$ cat config.mk
export PLATFORM = sky130hd
export DESIGN_NAME = uart_cmd_responder
export DESIGN_NICKNAME = d
export VERILOG_FILES = /design/src/rtl/uart_pkg.sv /design/src/rtl/uart_resp_rom.sv /design/src/rtl/uart_cmd_responder.sv
export SDC_FILE = /design/constraint.sdc
export NUM_CORES = 1
export LEC_CHECK = 0
export CAP_MARGIN = 20
export CORE_MARGIN = 1
export CORE_UTILIZATION = 55
export DETAILED_ROUTE_END_ITERATION = 7
export PLACE_DENSITY_LB_ADDON = 0.3
export SETUP_SLACK_MARGIN = 0.15
export SLEW_MARGIN = 20
export SYNTH_ARGS = -nofsm -noshare
export SYNTH_HDL_FRONTEND = slang
export SYNTH_SLANG_ARGS = --single-unit
export TNS_END_PERCENT = 30
$ cat constraint.sdc
create_clock -name clk -period 2.65 [get_ports clk]
set_input_delay 0.53 -clock clk [delete_from_list [all_inputs] [get_ports clk]]
set_output_delay 0.53 -clock clk [all_outputs]
set_load 0.02 [all_outputs]
$ cat src/rtl/uart_pkg.sv
// rtl/uart_pkg.sv - shared constants, state encoding and table helpers for the UART command responder
package uart_pkg;

  localparam int BYTE_W = 8;
  localparam logic [BYTE_W-1:0] NAK_BYTE_DEF = 8'h3F;

  typedef logic [2:0] state_t;

  localparam state_t ST_IDLE      = 3'd0;
  localparam state_t ST_MATCH     = 3'd1;
  localparam state_t ST_LOAD      = 3'd2;
  localparam state_t ST_WAIT_ACK  = 3'd3;
  localparam state_t ST_WAIT_DONE = 3'd4;
  localparam state_t ST_GAP       = 3'd5;

  function automatic int idx_width(input int n);
    return (n > 1) ? $clog2(n) : 1;
  endfunction

  // Reply strings are written as literals, so the first character sent is the
  // most significant byte of each entry.
  function automatic int resp_offset(input int cmd, input int pos, input int msg_len);
    return (cmd * msg_len + (msg_len - 1 - pos)) * BYTE_W;
  endfunction

endpackage

$ cat src/rtl/uart_resp_rom.sv
// rtl/uart_resp_rom.sv - combinational (command index, byte index) -> reply byte lookup
module uart_resp_rom
  import uart_pkg::*;
#(
  parameter int NUM_CMDS = 2,
  parameter int MSG_LEN = 4,
  parameter logic [NUM_CMDS*MSG_LEN*BYTE_W-1:0] RESP_TABLE = '0,
  localparam int CMD_W = idx_width(NUM_CMDS),
  localparam int IDX_W = idx_width(MSG_LEN)
) (
  input  logic [CMD_W-1:0]  cmd_idx,
  input  logic [IDX_W-1:0]  byte_idx,
  output logic [BYTE_W-1:0] data
);

  always_comb begin
    data = '0;
    for (int c = 0; c < NUM_CMDS; c++) begin
      for (int p = 0; p < MSG_LEN; p++) begin
        if (cmd_idx == CMD_W'(c) && byte_idx == IDX_W'(p)) begin
          data = RESP_TABLE[resp_offset(c, p, MSG_LEN) +: BYTE_W];
        end
      end
    end
  end

endmodule

$ cat src/rtl/uart_cmd_responder.sv
// rtl/uart_cmd_responder.sv - matches received command bytes and streams the table reply to uart_tx
module uart_cmd_responder
  import uart_pkg::*;
#(
  parameter int NUM_CMDS = 2,
  parameter int MSG_LEN = 4,
  parameter logic [NUM_CMDS*BYTE_W-1:0] CMD_CODES = {8'h32, 8'h31},
  parameter logic [NUM_CMDS*MSG_LEN*BYTE_W-1:0] RESP_TABLE = {"PLAC", "CCNU"},
  parameter bit NAK_EN = 1'b1,
  parameter logic [BYTE_W-1:0] NAK_BYTE = NAK_BYTE_DEF,
  parameter int GAP_CYCLES = 16
) (
  input  logic       clk,
  input  logic       rst_n,
  input  logic       rx_valid,
  input  logic [7:0] rx_data,
  input  logic       tx_busy,
  output logic       tx_start,
  output logic [7:0] tx_data,
  output logic       busy,
  output logic       resp_done,
  output logic       cmd_err,
  output logic [7:0] drop_cnt
);

  localparam int CMD_W = idx_width(NUM_CMDS);
  localparam int IDX_W = idx_width(MSG_LEN);
  localparam int GAP_W = idx_width(GAP_CYCLES);
  localparam logic [IDX_W-1:0] LAST_IDX = IDX_W'(MSG_LEN - 1);
  localparam logic [GAP_W-1:0] GAP_LAST = GAP_W'((GAP_CYCLES > 0) ? GAP_CYCLES - 1 : 0);

  state_t             state;
  logic [BYTE_W-1:0]  cmd_byte;
  logic [CMD_W-1:0]   cmd_idx;
  logic [IDX_W-1:0]   byte_idx;
  logic               nak_mode;
  logic [GAP_W-1:0]   gap_cnt;

  logic               hit;
  logic [CMD_W-1:0]   hit_idx;
  logic [CMD_W-1:0]   rom_cmd;
  logic [IDX_W-1:0]   rom_pos;
  logic [BYTE_W-1:0]  rom_data;
  logic               last_byte;

  // Descending scan so the lowest matching index overrides duplicates.
  always_comb begin
    hit = 1'b0;
    hit_idx = '0;
    for (int i = NUM_CMDS - 1; i >= 0; i--) begin
      if (cmd_byte == CMD_CODES[i*BYTE_W +: BYTE_W]) begin
        hit = 1'b1;
        hit_idx = CMD_W'(i);
      end
    end
  end

  // The ROM is addressed with the byte about to be loaded, so tx_data is
  // already valid in the LOAD cycle that raises tx_start.
  always_comb begin
    rom_cmd = cmd_idx;
    rom_pos = byte_idx;
    if (state == ST_MATCH) begin
      rom_cmd = hit_idx;
      rom_pos = '0;
    end else if (state == ST_WAIT_DONE) begin
      rom_pos = byte_idx + IDX_W'(1);
    end
  end

  uart_resp_rom #(
    .NUM_CMDS   (NUM_CMDS),
    .MSG_LEN    (MSG_LEN),
    .RESP_TABLE (RESP_TABLE)
  ) u_rom (
    .cmd_idx  (rom_cmd),
    .byte_idx (rom_pos),
    .data     (rom_data)
  );

  assign last_byte = nak_mode || (byte_idx == LAST_IDX);
  assign tx_start  = (state == ST_LOAD) && !tx_busy;
  assign busy      = (state != ST_IDLE);
  assign resp_done = (state == ST_WAIT_DONE) && !tx_busy && last_byte;
  assign cmd_err   = (state == ST_MATCH) && !hit;

  always_ff @(posedge clk or negedge rst_n) begin
    if (!rst_n) begin
      state    <= ST_IDLE;
      cmd_byte <= '0;
      cmd_idx  <= '0;
      byte_idx <= '0;
      nak_mode <= 1'b0;
      gap_cnt  <= '0;
      tx_data  <= '0;
    end else begin
      case (state)
        ST_IDLE: begin
          if (rx_valid) begin
            cmd_byte <= rx_data;
            state    <= ST_MATCH;
          end
        end
        ST_MATCH: begin
          byte_idx <= '0;
          if (hit) begin
            cmd_idx  <= hit_idx;
            nak_mode <= 1'b0;
            tx_data  <= rom_data;
            state    <= ST_LOAD;
          end else if (NAK_EN) begin
            nak_mode <= 1'b1;
            tx_data  <= NAK_BYTE;
            state    <= ST_LOAD;
          end else begin
            state <= ST_IDLE;
          end
        end
        ST_LOAD: begin
          if (!tx_busy) state <= ST_WAIT_ACK;
        end
        ST_WAIT_ACK: begin
          if (tx_busy) state <= ST_WAIT_DONE;
        end
        ST_WAIT_DONE: begin
          if (!tx_busy) begin
            if (last_byte) begin
              state <= ST_IDLE;
            end else begin
              byte_idx <= byte_idx + IDX_W'(1);
              if (GAP_CYCLES == 0) begin
                tx_data <= rom_data;
                state   <= ST_LOAD;
              end else begin
                gap_cnt <= '0;
                state   <= ST_GAP;
              end
            end
          end
        end
        ST_GAP: begin
          if (gap_cnt == GAP_LAST) begin
            tx_data <= rom_data;
            state   <= ST_LOAD;
          end else begin
            gap_cnt <= gap_cnt + GAP_W'(1);
          end
        end
        default: state <= ST_IDLE;
      endcase
    end
  end

  always_ff @(posedge clk or negedge rst_n) begin
    if (!rst_n) begin
      drop_cnt <= '0;
    end else if (rx_valid && state != ST_IDLE && drop_cnt != 8'hFF) begin
      drop_cnt <= drop_cnt + 8'd1;
    end
  end

endmodule

* Yosys cells after proc, flatten, opt, wreduce, memory -nomap -nowiden
Cells that the tools add are included.
** Word-level totals
- Flip-flop bits (word level) :: 35
- Latch bits :: 0
- RAM bits :: 0
- Bits in read-only memories :: 0
- Input port bits :: 12
- Output and inout port bits :: 20
- Logic and storage cells :: 93
- Memories :: 0
** Cells by class
- Add/sub/neg operators :: 3
- $mul :: 0
- Divide/modulo/power cells :: 0
- Order comparisons :: 0
- Eq/ne operators :: 20
- Shifts and indexed selects :: 0
- Muxes and demuxes :: 32
- Bitwise operators :: 1
- Reduce and logical (&&, ||, !) cells :: 29
** Operators with widths (count)
- 8-bit 2-to-1 mux :: 9
- 3-bit 2-to-1 mux :: 6
- 3-bit case mux with 6 select lines :: 1
- 8-bit by 6-bit == test with 1-bit output, second input constant :: 2
- 8-bit case mux with 2 select lines :: 1
- 1-bit logical AND :: 14
- 2-bit != test, second input constant :: 7
- 4-bit 2-to-1 mux :: 3
- 8-bit by 1-bit adder with 8-bit output, second input constant :: 1
- 2-bit 2-to-1 mux :: 4
- 8-bit != test, second input constant :: 1
- 4-bit case mux with 2 select lines :: 1
- 7-bit 2-to-1 mux :: 1
- 2-bit == test, second input constant :: 3
- 3-bit by 2-bit == test with 1-bit output, second input constant :: 2
- 3-bit == test, second input constant :: 2
- 2-bit AND reduction :: 3
- 2-bit nonzero test :: 3
- 1-bit 2-to-1 mux :: 5
- 5-bit AND reduction :: 1
- 4-bit by 1-bit adder with 4-bit output, second input constant :: 1
- 4-bit == test, second input constant :: 1
- 2-bit case mux with 2 select lines :: 1
- 4-bit AND reduction :: 1
- other kinds (10) :: 11

* Longest topological paths before layout
- Depth after elaboration :: 16
- Depth in mapped cells :: 7

* Hierarchy
Synthesis repeated with hierarchy kept, for this count alone.
** Unflattened totals
- Cell total of the unflattened synthesis :: 205
- Area, all modules :: 1963.1 µm²
** By module, submodules not included
- uart_cmd_responder :: times used 1, cells an instance 190, area an instance 1861.8 µm², seq. area each 875.8 µm²
- uart_resp_rom :: times used 1, cells an instance 15, area an instance 101.3 µm², seq. area each 0.0 µm²

* Least setup slack after synthesis
OpenSTA, ideal clock, no wires.
- Path kind :: flip-flop to output port
- From :: reg cmd_byte[7]
- To :: out cmd_err
- Arrival :: 1.351 ns
- Data required time :: 2.120 ns
- Slack :: 0.769 ns
- Cell stages (with the launch flop) :: 4
- Cell sequence :: dfrtp_1 > or4_1 > nor3_1 > nor2_1
** Between the ends
- Longest elaborated chain between the ends :: 5
- Elaborated cells on any way between the ends :: 6
** Ends and longest elaborated chain
- from (decl) :: RTL line uart_cmd_responder.sv:33 : logic [BYTE_W-1:0] cmd_byte;
- from (signal assigned) :: RTL line uart_cmd_responder.sv:100 : cmd_byte <= rx_data;
- 8-bit by 6-bit == test with 1-bit output :: RTL line uart_cmd_responder.sv:51 : if (cmd_byte == CMD_CODES[i*BYTE_W +: BYTE_W]) begin
- 1-bit 2-to-1 mux :: RTL line uart_cmd_responder.sv:51
- 1-bit 2-to-1 mux (*) :: RTL line uart_cmd_responder.sv:51
- 1-bit logical NOT (*) :: RTL line uart_cmd_responder.sv:85 : assign cmd_err = (state == ST_MATCH) && !hit;
- 1-bit logical AND (*) :: RTL line uart_cmd_responder.sv:85
- to (decl) :: RTL line uart_cmd_responder.sv:22 : output logic cmd_err,
Every way passes the cells marked *; elsewhere a longest branch is shown, timed or not.

* Final worst setup path
- From :: reg state[1]
- To :: out busy
** Between the ends
- Longest elaborated chain between the ends :: 1
** Ends and longest elaborated chain
- from (decl) :: RTL line uart_cmd_responder.sv:32 : state_t state;
- from (signal assigned) :: RTL line uart_cmd_responder.sv:89 : state <= ST_IDLE;
- from (signal assigned) :: RTL line uart_cmd_responder.sv:101 : state <= ST_MATCH;
- from (signal assigned) :: RTL line uart_cmd_responder.sv:110 : state <= ST_LOAD;
- 3-bit nonzero test :: RTL line uart_cmd_responder.sv:83 : assign busy = (state != ST_IDLE);
- to (decl) :: RTL line uart_cmd_responder.sv:20 : output logic busy,
No other way between the ends.

==> flow_metrics.env <==
export IMPL_status="completed"
export IMPL_post_route_util=0.707
export IMPL_clockRootBuffer="clkbuf_4"
export IMPL_cts_tree="yes"
export IMPL_layout_drive_gt1_share=0.124
export IMPL_tns_ps=0
export IMPL_ys_flop_type="dfrtp_1"
export IMPL_clk_latency_ps=340
export IMPL_synth_nets=190
export IMPL_setup_viol=0
export IMPL_grt_overflow=0
export IMPL_fmax_mhz=406
export IMPL_vias=1425
export IMPL_grt_pass1_vias=1404
export IMPL_clock_path_buffers=2
export IMPL_tightest_slew_ps=647
export IMPL_maxSlewViolCount=0
export IMPL_syn_to_final_growth_pct=23.5
export IMPL_synthArstFlopShare=1.00
export IMPL_diodes=0
export IMPL_avgRoutedWirePerCell_um=13.9
export IMPL_crit_path_max_fanout=11
export IMPL_arrival_ps=1930
export IMPL_num_io_pins=32
export IMPL_yosys_cell_types_count=46
export IMPL_hold_class="flip-flop to flip-flop"
export IMPL_final_area_um2=2140
export IMPL_synth_edf_count=0
export IMPL_die_h_um=58.1
export IMPL_crit_required_ps=2120
export IMPL_placed_area_um2=2090
export IMPL_p_leak_uw=0.000943
export IMPL_dp_hpwl_um=2620
export IMPL_ys_seq_area_frac=0.491
export IMPL_cp_end_kind="primary output"
export IMPL_drt_total_wl_um=3530
export IMPL_switching_share=0.414
export IMPL_path_clk_slew_ps=100
export IMPL_rows=20
export IMPL_power_frac_comb=0.491
export IMPL_synthCells=175
export IMPL_numCtsBuffers=5
export IMPL_grt_pass1_wl_um=6380
export IMPL_port_buffers=30
export IMPL_h_tree_depth=2
export IMPL_yosys_warnings=0
export IMPL_dr_pass1_iters=4
export IMPL_antenna_found_initial=0
export IMPL_gp_congestion=0.770
export IMPL_min_period_ps=2460
export IMPL_dr_first_iter_drc_count=117
export IMPL_synth_area_um2=1730
export IMPL_period_share=0.928
export IMPL_fin_nets=225
export IMPL_ir_worst_vdd_mv=0.593
export IMPL_p_sw_uw=936
export IMPL_ys_ff_latch=34
export IMPL_start_util=0.572
export IMPL_grt_total_usage=0.252
export IMPL_die_area_um2=3380
export IMPL_grt_max_degree=35
export IMPL_cp_start_kind="flip-flop"
export IMPL_clkPwrFrac=0.115
export IMPL_internal_power_uw=1330
export IMPL_fin_skew_ps=12.8
export IMPL_relSlewSlack=0.566
export IMPL_drv_cap=0
export IMPL_fp_coreArea_um2=3030
export IMPL_rsz0062_at_grt="true"
export IMPL_sequentialPowerShare=0.394
export IMPL_die_x_um=58.1
export IMPL_clock_sinks=34
export IMPL_drc_errors=0
export IMPL_power_density_nw_per_um2=1060
export IMPL_syn_area_per_cell_um2=9.90
export IMPL_antenna_left=0
export IMPL_criticalPathCategory="flip-flop to primary output"
export IMPL_hold_viol=0
export IMPL_via_per_inst=5.61
## cell usage in the layout, fill, tap and decap left out, types with 2 or more instances in the layout
master | Yosys | routed
nor3b_1 | 2 | 2
a22oi_1 | 2 | 2
nor2_2 | 2 | 2
xor2_1 | 5 | 5
buf_4 | 2 | 6
a21oi_1 | 7 | 7
nand2b_1 | 2 | 2
nand4_1 | 2 | 2
or3_1 | 2 | 2
nor4b_1 | 2 | 2
clkdlybuf4s50_1 | 0 | 29
dfrtp_1 | 34 | 34
clkbuf_4 | 0 | 5
a21o_1 | 4 | 4
xnor2_1 | 5 | 5
mux2_2 | 7 | 7
nand3_1 | 11 | 11
a31oi_1 | 2 | 2
o21ai_0 | 6 | 6
clkbuf_1 | 3 | 2
nor3_1 | 6 | 5
inv_1 | 6 | 6
nand2_1 | 18 | 18
nor2_1 | 16 | 16
ha_1 | 3 | 3
a211oi_1 | 3 | 3
## logic make-up (layout without fill, tap and decap cells)
group / Yosys count / in the layout / synth area share
AND/OR/NAND/NOR: 71 / 71 / 0.209
adder cells (fa/ha/maj): 3 / 3 / 0.0217
multiplexers: 8 / 8 / 0.0513
buffers and inverters: 14 / 49 / 0.0404
other: 1 / 1 / 0.00216
AO/OA/AOI/OAI: 34 / 34 / 0.134
XOR/XNOR: 10 / 10 / 0.0505
flip-flops: 34 / 34 / 0.491
## flip-flops by register name (all words and copies together) (netlist names)
signal	cells
nak_mode	1
byte_idx	2
cmd_byte	8
state	3
gap_cnt	4
tx_data	7
drop_cnt	8
cmd_idx	1
## cell type report
type	instances	area, um^2
tap	44	55.1
multi-input combinational	127	827
inverter	6	22.5
timing repair buffer	36	340
fill	236	887
clock buffer	7	45.0
sequential	34	851
## worst paths after layout
check | startpoint | end | slack, ps | cells past startpoint
worst min register to register | drop_cnt[7] | drop_cnt[7] | 490 | 1
worst max register to register | state[1] | tx_data[3] | 740 | 6
max in group asynchronous | rst_n | nak_mode | 1760 | 2
min in group asynchronous | rst_n | byte_idx[0] | 580 | 2
worst max-delay path | state[1] | busy | 190 | 3
worst min-delay path | drop_cnt[7] | drop_cnt[7] | 490 | 1
## critical path, stage by stage (launching register included)
cell	delay, ps
dfrtp_1	390
buf_4	170
or3_1	450
clkdlybuf4s50_1	570
## Yosys cell counts, types with 2 or more instances
cell type / count / area [um^2]
ha_1: 3 / 37.5
inv_1: 6 / 22.5
nor3_1: 6 / 30.0
nor3b_1: 2 / 15.0
nand2_1: 18 / 67.6
xnor2_1: 5 / 43.8
a21oi_1: 7 / 35.0
a22oi_1: 2 / 15.0
o21ai_0: 6 / 30.0
buf_4: 2 / 15.0
nand3_1: 11 / 55.1
buf_2: 2 / 10.0
mux2_2: 7 / 78.8
nor4b_1: 2 / 17.5
xor2_1: 5 / 43.8
clkbuf_1: 3 / 11.3
or3_1: 2 / 12.5
a21o_1: 4 / 30.0
a31oi_1: 2 / 12.5
nor2_2: 2 / 12.5
nor2_1: 16 / 60.1
nand4_1: 2 / 12.5
a211oi_1: 3 / 22.5
nand2b_1: 2 / 12.5
dfrtp_1: 34 / 851
## timing repair
| action | in CTS | in global routing |
|---|---|---|
| endpoints found under the setup margin | 1 | 4 |
| resized for setup | 5 | 1 |
| pin swaps | 1 | 0 |
| hold buffers | 0 | 0 |
| setup buffers | 0 | 0 |
## power by group through the flow
stage	clock network (uW)	registers [uW]	logic (uW)
final	261	892	1110
after detailed placement	0	897	1100
after global routing	294	926	1220
after CTS	270	891	1120
after floorplan	0	955	642
after global placement	0	883	1050
## routing by layer
layer	up-vias	wire, um	global-route usage
met1	695	1610	0.340
met3	4	141	0.0670
met5	-	0	0
met2	37	1750	0.397
met4	0	20	0.0816
li1	689	-	-
## stage by stage
stage	instances	hold WS [ps]	total power (uW)	worst slack [ps]
floorplan	175	234	1600	769
global placement	247	482	1930	247
detailed placement	247	487	2000	81.3
CTS	254	505	2280	153
global route	254	515	2440	102
finish	254	493	2260	190
Power figures use the tool's default switching activity.
==> RTL edit 1, RTL diff (same flow settings) <==
`NAK_EN`: 1'b1 -> 1'b0.
--- a/src/rtl/uart_cmd_responder.sv
+++ b/src/rtl/uart_cmd_responder.sv
@@ -7,5 +7,5 @@
   parameter logic [NUM_CMDS*BYTE_W-1:0] CMD_CODES = {8'h32, 8'h31},
   parameter logic [NUM_CMDS*MSG_LEN*BYTE_W-1:0] RESP_TABLE = {"PLAC", "CCNU"},
-  parameter bit NAK_EN = 1'b1,
+  parameter bit NAK_EN = 1'b0,
   parameter logic [BYTE_W-1:0] NAK_BYTE = NAK_BYTE_DEF,
   parameter int GAP_CYCLES = 16
Function: changed (a bounded check fails within 4 cycles, from zero or initial values and one cycle with rst_n low).
==> RTL edit 1 against the unedited design <==
Highest routed layer unchanged; synthesized area increased by 4.3%; power up 12%; sequential cell count shrank 2; first-iteration DRC count down 70%; fmax up 2.7%; setup slack better by 65 ps; routed wire length increased by 6.2%; cell area rose by 2.7%; synthesized cell count is 2.3% lower.
==> RTL edit 1: results (changes against the unedited design) <==
[grt]
gr-usage-all-layers_pct=25.3  ; +0.10 points
grt_pass1_vias=1472  ; +4.8%
grt_max_degree=33  ; -5.7%
antenna_found_initial=0  ; unchanged
grt_pass1_wl_um=6590  ; +3.2%
grtUsageMet2_pct=42.4  ; +2.6 points

[place]
placed_cells=240  ; -2.8%
dpl.hpwl_um=2720  ; +3.6%
placed_area_um2=2120  ; +1.9%
port-buffer-count=29  ; -3.3%
pre_cts_ws_ps=242  ; +161 ps

[setup_path]
cp_top_family=simple AND/OR/NAND/NOR gates
critical-path-max-stage-delay_ps=520  ; -50 ps
reg2reg_slack_ps=440  ; -300 ps
rr_endpoint=tx_data[4]$_DFFE_PN0P_
crit_arrival_ps=1870  ; -60 ps
slowest_stage=dfrtp_2
crit_fanout=17  ; +6
rr_worst_depth=7  ; +1

[clock_network]
cts.sinks=32  ; -5.9%
ctsResizeCount=2  ; -3

[layout]
top_regs=cmd_byte (8), drop_cnt (8), tx_data (6)
nNetsFinal=219  ; -2.7%
drive_above_1_share_pct=17.2  ; +4.8 points

[synth]
avgSynthCellArea_um2=10.6  ; +6.7%
synth_mux_area_share_pct=7.34  ; +2.2 points
synthTopCellsByCount=32 x dfrtp_1, 19 x nand2_1
synthTopCellsByArea=dfrtp_1 44%, mux2_2 5.0%, nand2_1 3.9%
synth_cell_types=55  ; +20%
yosysSeqAreaShare_pct=44.3  ; -4.8 points

[min_path]
hold_start=tx_data[6]$_DFFE_PN0P_
hold_end=tx_data[6]$_DFFE_PN0P_

[detailed_routing]
met1_length_um=1590  ; -1.4%
met2_wirelength_um=1880  ; +7.4%
met3_length_um=196  ; +39%
routedWlPerCell_um=15.1  ; +8.8%
viasPerCell=5.78  ; +3.1%
drtIter0Drc=35  ; -70%

[pwr]
ir_worst_vdd_v=0.000666  ; +12%
p_int_mw=1.47  ; +10%
power.switching_mw=1.06  ; +13%

[outcome]
outcome=complete, no violations

[timing]
tightest_slew_ps=613  ; -33.8 ps
hold_ws_ps=489  ; -3.42 ps
finClkSkew_ps=7.67  ; -5.10 ps

RTL edit 1: worst reg2reg max path, delay by kind of cell (launching register included):
kind | cells | cell delay, ps
DFF | 1 | 520
AOI/OAI and AO/OA | 3 | 470
adders and majority gates | 1 | 270
and+or+nand+nor | 2 | 790
buffers and inverters | 1 | 90
RTL edit 1: worst max path at each step:
stage | slack (ps) | cells after the start | to | startpoint
2_1_floorplan | 650 | 3 | tx_start | state[2]$_DFFE_PN0P_
3_3_place_gp | 260 | 3 | tx_start | tx_busy
3_5_place_dp | 240 | 3 | tx_start | tx_busy
4_1_cts | 6 | 3 | cmd_err | state[1]$_DFFE_PN0P_
5_1_grt | 160 | 3 | resp_done | state[1]$_DFFE_PN0P_
6_report | 250 | 3 | resp_done | state[1]$_DFFE_PN0P_
RTL edit 1: area by class of cell:
cell class              instances  area share (%)
clock inverters                 2           0.455
repair buffers                 34            15.2
clock buffers                   6            2.33
inverters                       8            1.37
multi-input cells             122            41.6
well taps                      44            2.50
flip-flops and latches         32            36.5
==> RTL edit 2, RTL diff (same settings) <==
Made on the original files. Reset style: synchronous (`rst_n`), changed in 2 clocked blocks.
--- a/src/rtl/uart_cmd_responder.sv
+++ b/src/rtl/uart_cmd_responder.sv
@@ -85,5 +85,5 @@
   assign cmd_err   = (state == ST_MATCH) && !hit;
 
-  always_ff @(posedge clk or negedge rst_n) begin
+  always_ff @(posedge clk) begin
     if (!rst_n) begin
       state    <= ST_IDLE;
@@ -152,5 +152,5 @@
   end
 
-  always_ff @(posedge clk or negedge rst_n) begin
+  always_ff @(posedge clk) begin
     if (!rst_n) begin
       drop_cnt <= '0;
Formal check against the unedited RTL: differs if rst_n is asserted again (counterexample within 4 cycles, from zero or initial values and one cycle with rst_n low); with rst_n held inactive, the same outputs for 10 cycles.
==> RTL edit 2 against the unedited design <==
Cell area increased by 1.4%; sequential cell count stayed put; highest routed layer unchanged; routed wire length rose by 5.5%; setup slack gained 24 ps; final cell count is 11% higher; power fell by 15%; critical endpoint is now tx_start; largest power group unchanged; combinational power shrank 16%; synthesized area is 0.51% higher.
==> RTL edit 2: results (changes against the unedited design) <==
[synth]
syn_nets=215  ; +13%
synth_cell_types=52  ; +13%
async_reset_ff_share_pct=0  ; -100 points
synth_flop_cell=dfxtp_1
yosysSeqAreaShare_pct=39.1  ; -10 points

[pwr]
power_switching_share_pct=40.3  ; -1.0 points
leakagePower_nw=0.828  ; -12%

[setup_path]
crit_arrival_ps=1910  ; -20 ps
crit_fanout=3  ; -8
critical-path-max-stage-delay_ps=660  ; +90 ps

[grt]
gr-usage-all-layers_pct=24.9  ; -0.25 points
met1_usage_pct=30.2  ; -3.8 points
grtUsageMet2_pct=41.5  ; +1.8 points
grt_max_degree=26  ; -26%
grt_pass1_wl_um=6420  ; +0.64%
grt_pass1_vias=1503  ; +7.1%

[layout]
regArea_um2=681  ; -20%
n_fill_cell=238  ; +0.85%
nNetsFinal=252  ; +12%
drive_above_1_share_pct=8.86  ; -3.5 points

[detailed_routing]
viasPerCell=5.54  ; -1.2%
wl_um=3720  ; +5.5%

[place]
dpl.hpwl_um=2800  ; +6.6%
gp_congestion=0.805  ; +4.7%
placed_area_um2=2120  ; +1.6%

[outcome]
outcome=complete, no violations

[timing]
finClkSkew_ps=4.61  ; -8.15 ps
tightest_slew_ps=621  ; -26.3 ps

[RTL edit 2: cell types whose count changed after synthesis, sizes merged, moves of 4 or more]
cell	before	now
and3	0	4
nor2	18	6
nand3	11	4
dfxtp	0	34
mux2i	1	6
nor2b	1	13
mux2	7	0
nand2	18	26
and2	0	7
a21boi	0	10
a21o	4	0
o21ai	6	11
dfrtp	34	0
[RTL edit 2: worst register-to-register path, delay by kind of cell (launching register included)]
kind	cells	cell delay, ps
xor+xnor	1	200
flops	1	490
buf+inv	1	200
simple gates	1	160
compound gates	3	790
[RTL edit 2: final timing paths]
kind / from / end / cells past startpoint
worst max-delay path: tx_busy / tx_start / 3
worst min-delay path: cmd_byte[3]$_SDFFE_PN0P_ / cmd_byte[3]$_SDFFE_PN0P_ / 2
worst max register to register: state[2]$_SDFFE_PN0P_ / tx_data[1]$_SDFFE_PN0P_ / 6
worst min register to register: cmd_byte[3]$_SDFFE_PN0P_ / cmd_byte[3]$_SDFFE_PN0P_ / 2
[RTL edit 2: area by class of cell]
class                           instances  area share [%]
Timing Repair Buffer                   40            17.3
Multi-Input combinational cell        152            46.0
Clock buffer                            7            2.07
Tap cell                               44            2.54
Inverter                                4           0.692
Sequential cell                        34            31.4
[RTL edit 2: power by group through the flow]
stage / clock, mW / sequential, mW / combinational, mW
2_1_floorplan: 0 / 0.770 / 0.556
3_5_place_dp: 0 / 0.737 / 0.935
3_3_place_gp: 0 / 0.725 / 0.894
5_1_grt: 0.298 / 0.742 / 1.03
6_report: 0.261 / 0.727 / 0.937
4_1_cts: 0.270 / 0.725 / 0.939
[RTL edit 2: metal layers]
metal	wire (um)	vias to the layer above	part of all wire, %
met5	0	-	0
met4	64	0	1.7
met3	152	8	4.1
li1	-	783	-
met1	1640	737	44
met2	1870	30	50
[RTL edit 2: logic make-up after synthesis]
| logic type | count (synthesis) | synth area share, % |
|---|---|---|
| xor+xnor | 9 | 4.53 |
| simple gates | 84 | 27.4 |
| fa+ha+maj | 3 | 2.16 |
| flops | 34 | 39.1 |
| mux | 6 | 3.45 |
| compound gates | 49 | 19.3 |
| buf+inv | 14 | 3.88 |
| other cells | 1 | 0.215 |
[RTL edit 2: repair_timing]
action                     in CTS  in global routing
buffers inserted                0                  0
pin swaps                       0                  0
setup endpoints to repair       2                  2
gates resized for setup         1                  2
cloned                          0                  0
[RTL edit 2: metrics by stage]
| stage | worst slack, ps | std cells |
|---|---|---|
| 2_1_floorplan | 699 | 200 |
| 3_3_place_gp | 226 | 274 |
| 3_5_place_dp | 163 | 274 |
| 4_1_cts | 93.7 | 281 |
| 5_1_grt | 138 | 281 |
| 6_report | 214 | 281 |
